File: src/rtl/alu_pkg.sv
// Shared constants for the ALU input stage and display path.
// Also holds the push-switch priority helper.
package alu_pkg;

    localparam logic [2:0] MODE_NONE = 3'd7;
    localparam logic [2:0] MODE_OP5  = 3'd5;
    localparam logic [2:0] MODE_OP6  = 3'd6;
    localparam int NUM_OPS    = 7;
    localparam int NUM_PUSHSW = 6;
    localparam int DIP_W      = 10;

    // Lowest pressed index wins; MODE_NONE means nothing was pressed this cycle.
    function automatic logic [2:0] first_press(input logic [NUM_PUSHSW-1:0] press);
        first_press = MODE_NONE;
        for (int i = NUM_PUSHSW - 1; i >= 0; i--) begin
            if (press[i]) begin
                first_press = 3'(i);
            end
        end
    endfunction

endpackage

File: src/rtl/pushsw_debounce.sv
// One push switch: synchroniser, stability counter, debounced level and a
// single-cycle press pulse on each accepted released->pressed transition.
module pushsw_debounce #(
    parameter int DEBOUNCE_CYCLES = 500000,
    parameter int SYNC_STAGES     = 2,
    parameter int PUSH_ACTIVE_LOW = 1
) (
    input  logic clk,
    input  logic rst,
    input  logic pin,
    output logic press
);

    localparam int CNT_W = (DEBOUNCE_CYCLES > 1) ? $clog2(DEBOUNCE_CYCLES) : 1;
    localparam logic RELEASED_PIN = (PUSH_ACTIVE_LOW != 0);
    localparam logic [CNT_W-1:0] CNT_LAST = CNT_W'(DEBOUNCE_CYCLES - 1);

    logic [SYNC_STAGES-1:0] sync_q;
    logic [CNT_W-1:0]       cnt;
    logic                   stable;
    logic                   level;
    logic                   accept;

    always_ff @(posedge clk or posedge rst) begin
        if (rst) begin
            sync_q <= {SYNC_STAGES{RELEASED_PIN}};
        end else begin
            sync_q <= {sync_q[SYNC_STAGES-2:0], pin};
        end
    end

    assign level  = (PUSH_ACTIVE_LOW != 0) ? ~sync_q[SYNC_STAGES-1] : sync_q[SYNC_STAGES-1];
    assign accept = (level != stable) && (cnt == CNT_LAST);

    // Press is registered alongside the stable flip so mode follows one clock later.
    always_ff @(posedge clk or posedge rst) begin
        if (rst) begin
            cnt    <= '0;
            stable <= 1'b0;
            press  <= 1'b0;
        end else begin
            press <= accept & level;
            if (level == stable) begin
                cnt <= '0;
            end else if (accept) begin
                stable <= level;
                cnt    <= '0;
            end else begin
                cnt <= cnt + 1'b1;
            end
        end
    end

endmodule

File: src/rtl/pushsw_mode_sync.sv
// ALU input stage: synchronised DIP operands plus a debounced, registered
// operation select with a sticky valid flag and a per-press strobe.
module pushsw_mode_sync
    import alu_pkg::*;
#(
    parameter int DEBOUNCE_CYCLES = 500000,
    parameter int SYNC_STAGES     = 2,
    parameter int PUSH_ACTIVE_LOW = 1
) (
    input  logic                  clk,
    input  logic                  rst,
    input  logic [DIP_W-1:0]      DIP_input,
    input  logic [NUM_PUSHSW-1:0] PUSHSW_input,
    output logic [DIP_W-1:0]      dip_sync,
    output logic [2:0]            mode,
    output logic                  mode_valid,
    output logic                  mode_strobe
);

    logic [SYNC_STAGES-1:0][DIP_W-1:0] dip_q;
    logic [NUM_PUSHSW-1:0]             press;
    logic [2:0]                        sel;

    always_ff @(posedge clk or posedge rst) begin
        if (rst) begin
            dip_q <= '0;
        end else begin
            dip_q <= {dip_q[SYNC_STAGES-2:0], DIP_input};
        end
    end

    assign dip_sync = dip_q[SYNC_STAGES-1];

    for (genvar i = 0; i < NUM_PUSHSW; i++) begin : g_sw
        pushsw_debounce #(
            .DEBOUNCE_CYCLES(DEBOUNCE_CYCLES),
            .SYNC_STAGES    (SYNC_STAGES),
            .PUSH_ACTIVE_LOW(PUSH_ACTIVE_LOW)
        ) u_debounce (
            .clk  (clk),
            .rst  (rst),
            .pin  (PUSHSW_input[i]),
            .press(press[i])
        );
    end

    assign sel = first_press(press);

    // SW5 toggles between operations 5 and 6; coincident presses beyond the winner are dropped.
    always_ff @(posedge clk or posedge rst) begin
        if (rst) begin
            mode        <= MODE_NONE;
            mode_valid  <= 1'b0;
            mode_strobe <= 1'b0;
        end else begin
            mode_strobe <= 1'b0;
            if (sel != MODE_NONE) begin
                mode_valid  <= 1'b1;
                mode_strobe <= 1'b1;
                if (sel == MODE_OP5) begin
                    mode <= (mode == MODE_OP5) ? MODE_OP6 : MODE_OP5;
                end else begin
                    mode <= sel;
                end
            end
        end
    end

endmodule

File: config.mk
export PLATFORM = sky130hd
export DESIGN_NAME = pushsw_mode_sync
export DESIGN_NICKNAME = d
export VERILOG_FILES = /design/src/rtl/alu_pkg.sv /design/src/rtl/pushsw_debounce.sv /design/src/rtl/pushsw_mode_sync.sv
export SDC_FILE = /design/constraint.sdc
export NUM_CORES = 1
export LEC_CHECK = 0
export ABC_CLOCK_PERIOD_IN_PS = 2250
export CORE_AREA = 2 2 178 145
export DETAILED_ROUTE_END_ITERATION = 16
export DIE_AREA = 0 0 180 147
export DONT_BUFFER_PORTS = 1
export GPL_TIMING_DRIVEN = 1
export SYNTH_ARGS = -nofsm -noshare
export SYNTH_HDL_FRONTEND = slang
export SYNTH_HIERARCHICAL = 1
export SYNTH_SLANG_ARGS = --single-unit
File: constraint.sdc
create_clock -name clk -period 2.25 [get_ports clk]
set_input_delay 0.45 -clock clk [delete_from_list [all_inputs] [get_ports clk]]
set_output_delay 0.45 -clock clk [all_outputs]
set_load 0.1 [all_outputs]
# Word-level counts from Yosys, hierarchy flattened

Cells that the tools add are included.

Bitwise gates (word level): 18
$add $sub $neg: 6
Mux-type cells: 21
Equality and inequality tests: 21
Reductions and logical operators: 12

Operator list:

| cell                  | count |
|---|---|
| $mux 19               | 12 |
| $add 19x1->19 const B | 6 |
| $eq 19x19->1 const B  | 6 |
| $mux 3                | 6 |
| $not 1->1             | 12 |
| $reduce_and 2->1      | 6 |
| $and 1x1->1           | 6 |
| $eq 1x1->1            | 6 |
| $eq 3x3->1 const B    | 2 |
| $logic_and 1x1->1     | 6 |
| $ne 1x1->1            | 6 |
| $mux 2                | 2 |
| $ne 3x3->1 const B    | 1 |
| $mux 1                | 1 |

Flip-flop bits (word level): 163
Output and inout bits: 15

# Longest topological paths before layout

Depth in word-level cells: 8
Mapped depth: 6
Mapped depth without buffers: 5

# Hierarchy

The synthesis kept the hierarchy.

Modules (own cells, without submodules):

| module                                    | area each (µm²) | times used | seq. area each (µm²) | cells each |
|---|---|---|---|---|
| pushsw_debounce at g_sw[1].u_debounce ... | 1,121.1         | 5          | 578.1                | 103 |
| pushsw_debounce at g_sw[0].u_debounce     | 1,114.8         | 1          | 578.1                | 112 |
| pushsw_mode_sync                          | 830.8           | 1          | 629.4                | 53 |

# Worst setup path before layout

OpenSTA, ideal clock, no wires.

Path kind: reg-to-reg
Start: register g_sw[0].u_debounce.cnt[0]
End: register g_sw[0].u_debounce.cnt[10]
Slack: 0.503 ns
Setup time: 0.121 ns
Cell stages (with the launch flop): 7
Path buffers: 1
Arrival: 1.626 ns
Cell sequence: dfrtp_1 ha_1 and4_1 nand4_1 o21ai_1 buf_2 nor2_1

Longest elaborated chain between the ends: 4
Elaborated cells on any way between the ends: 5
Classes of those cells: 1 x add/sub; 1 x eq/ne; 2 x mux; 1 x reduce/logical

RTL lines:

| item                                                                  | RTL line              | text |
|---|---|---|
| from (decl)                                                           | pushsw_debounce.sv:19 | `logic [CNT_W-1:0] cnt;` |
| from (signal assigned)                                                | pushsw_debounce.sv:49 | `cnt <= cnt + 1'b1;` |
| parallel branches: the longest is 2 deep, another holds $add 19x1->19 | n/a                   |  |
| $mux 19 (*)                                                           | pushsw_debounce.sv:45 | `end else if (accept) begin` |
| $mux 19 (*)                                                           | pushsw_debounce.sv:43 | `if (level == stable) begin` |

Mark *: on every way between the ends.
A chain may end at the register's enable or synchronous reset.

# Worst setup path in the final report

Start: register g_sw[0].u_debounce.cnt[0]
End: register g_sw[0].u_debounce.cnt[1]

The elaborated chain is that of the path after synthesis.

==> flow_summary.ini <==
[clock_tree]
post_cts_buffers = 0
cts_buffer_depth = 2
cts.sinks = 163
cts_resized = 0
cts_buffers = 17
insertion_delay_ps = 430
cts_tree = done
root_buffer = clkbuf_16
clkTransAtPathRegs_ps = 70
htree_levels = 4

[synth]
yosysWarnings = 6
syn-instance-count = 680
synth_edf_count = 0
synth-main-ff-cell = dfrtp_1
syn_avg_cell_area_um2 = 11.1
ys_types = 46
async_flop_share_pct = 100
synth-seq-area-share_pct = 54.3
yosys_register_bits = 163
synth_nets = 704
synth_area_um2 = 7550

[route]
first_pass_iters = 5
first_iter_violations = 255
antenna_left = 0
route.detailed.drc = 0
vias = 4954
wl_per_cell_um = 13.4
routed_via_density = 4.75
totalWireLength_um = 14000

[sta]
maxSlewHeadroom_pct = 40.4
fin_crit_sh_pct = 81.3
post-route-min-period_ps = 1830
rsz0062_at_grt = no
hold_viol_final = 0
setup_viol = 0
tightest_slew_ps = 894
finalWorstSetupSlack_ps = 421
final.setup_skew_ps = 10.2
report.final.slew_viol_count = 0
fmax_mhz = 547
fin_tns_setup_ps = 0

[floorplan]
ios = 33
die_x_um = 180
die-area_um2 = 26500
coreArea_um2 = 24800
initial_utilization_pct = 30.5
die_h_um = 147
rows = 52

[global_routing]
grt_max_degree = 24
grt-ovfl-total = 0
antenna_found_initial = 1
grt_pass1_vias = 4864
grt.total_usage_pct = 11.3
grt_pass1_wl_um = 24400

[setup_path]
worstSetupStartpoint = g_sw[0].u_debounce/cnt[0]
crit_family = simple AND/OR/NAND/NOR gates
critical_path.max_stage_delay_ps = 450
worstReg2RegStart = g_sw[0].u_debounce/cnt[0]
path_buf_inv = 0
r2r_slack_ps = 420
r2r_cells = 5
worst_setup_path_start_kind = flip-flop
cp.required_ps = 2550
crit_slowest_cell = or3_1
cp_cell_sequence = ha_1, and4_1, nand4_1, or3_1, and3_1
critPathCaptureType = flip-flop
r2r-end = g_sw[0].u_debounce/cnt[1]
critPathKind = flip-flop to flip-flop
worstPathMaxFanout = 5
cp.arrival_ps = 2130

[cells_and_area]
n_fill_cell = 2437
final_cell_mix = dfrtp_1 (148), nor2_1 (79), xor2_1 (53)
syn_to_final_growth_pct = 14.4
multi_input_area_um2 = 3150
n_antenna_cell = 0
drive_gt1_share_pct = 16.5
regArea_um2 = 4100
nNetsFinal = 731
final_common_cell = dfrtp_1

[placed_design]
place_congestion = 0.767
port_buffers = 0
post-place-ws_ps = 412
hpwl_um = 9580

[power_and_ir_drop]
ir_drop_mv = 0.688
p_leak_nw = 3.70
p_per_area_nw_per_um2 = 739

[worst_hold_path]
hold_path_class = input pin to flip-flop
whs_endpoint = dip_q[8]
min_from = DIP_input[8]
hold_depth = 0

[outcome]
status = complete, no violations

[job]
drv_cap = 0
## synthesized netlist by cell type, drive strengths merged, types with 7 or more instances
cell type	number	area, um^2
dfstp	15	394
o31ai	7	52.6
or4	11	101
nand2	37	141
and3	11	75.1
nor4	11	83.8
inv	20	75.1
o21ai	26	130
nor3	11	55.1
a21oi	29	145
buf	27	225
and4	21	184
nand3	32	160
xor2	53	464
nand4	42	344
or3	24	170
nor2	79	297
dfrtp	148	3700
xnor2	27	236
and2	11	75.1
## where the power goes
group / switching [mW] / internal, mW
logic: 0.194 / 0.0776
clock network: 1.25 / 1.82
registers: 0.0438 / 2.99
## worst max-delay path by stage
stage                            endpoint  slack [ps]  cells past startpoint
2_1_floorplan  g_sw[0].u_debounce/cnt[10]         500                      6
3_3_place_gp    g_sw[0].u_debounce/cnt[1]         460                      5
3_5_place_dp    g_sw[0].u_debounce/cnt[1]         410                      5
4_1_cts         g_sw[0].u_debounce/cnt[1]         410                      5
5_1_grt        g_sw[3].u_debounce/cnt[16]         280                      5
6_report        g_sw[0].u_debounce/cnt[1]         420                      5
## timing repair
item | 4_1_cts | 5_1_grt
endpoints found under the setup margin | 0 | 0
hold endpoints to repair | 135 | 0
hold buffers | 7 | 0
## flip-flops by register name, indices dropped and copies added (netlist names)
name and flops:
g_sw.u_debounce/sync_q 12, dip_q 10, dip_sync 10, mode 3
g_sw.u_debounce/press 6, mode_strobe 1, g_sw.u_debounce/stable 6, mode_valid 1
g_sw.u_debounce/cnt 114
## metal layers
metal	GRT usage, %	routed length [um]
met5	0	11
met4	3.74	191
met3	3.27	439
met2	16.4	6120
met1	16.2	7210
## through the flow
step	instances	total power [mW]	hold WS [ps]	utilization [%]	cell area [um^2]
2_1_floorplan	680	3.29	331	-	7550
3_3_place_gp	1005	3.36	291	32.0	7940
3_5_place_dp	1005	3.36	288	32.0	7940
4_1_cts	1044	6.50	20.4	34.9	8640
5_1_grt	1044	6.65	20.4	34.9	8640
6_report	1044	6.39	47.8	34.9	8640
## logic make-up (layout without fill, tap and decap cells)
family                   Yosys count  count (layout)  share of synthesized area [%]
AND/OR/NAND/NOR                  307             307                           24.1
AO/OA/AOI/OAI                     70              70                           6.48
adder cells (fa/ha/maj)            6               6                          0.994
multiplexers                       6               6                          0.795
buffers and inverters             48              88                           4.04
XOR/XNOR                          80              80                           9.28
flip-flops                       163             163                           54.3
## cell type report
| class | instances | area share (%) |
|---|---|---|
| Clock buffer | 19 | 5.13 |
| Clock inverter | 13 | 2.13 |
| Inverter | 20 | 0.869 |
| Multi-Input combinational cell | 469 | 36.4 |
| Sequential cell | 163 | 47.4 |
| Tap cell | 324 | 4.69 |
| Timing Repair Buffer | 36 | 3.33 |
Note: power is estimated with default switching activity, not from simulation.
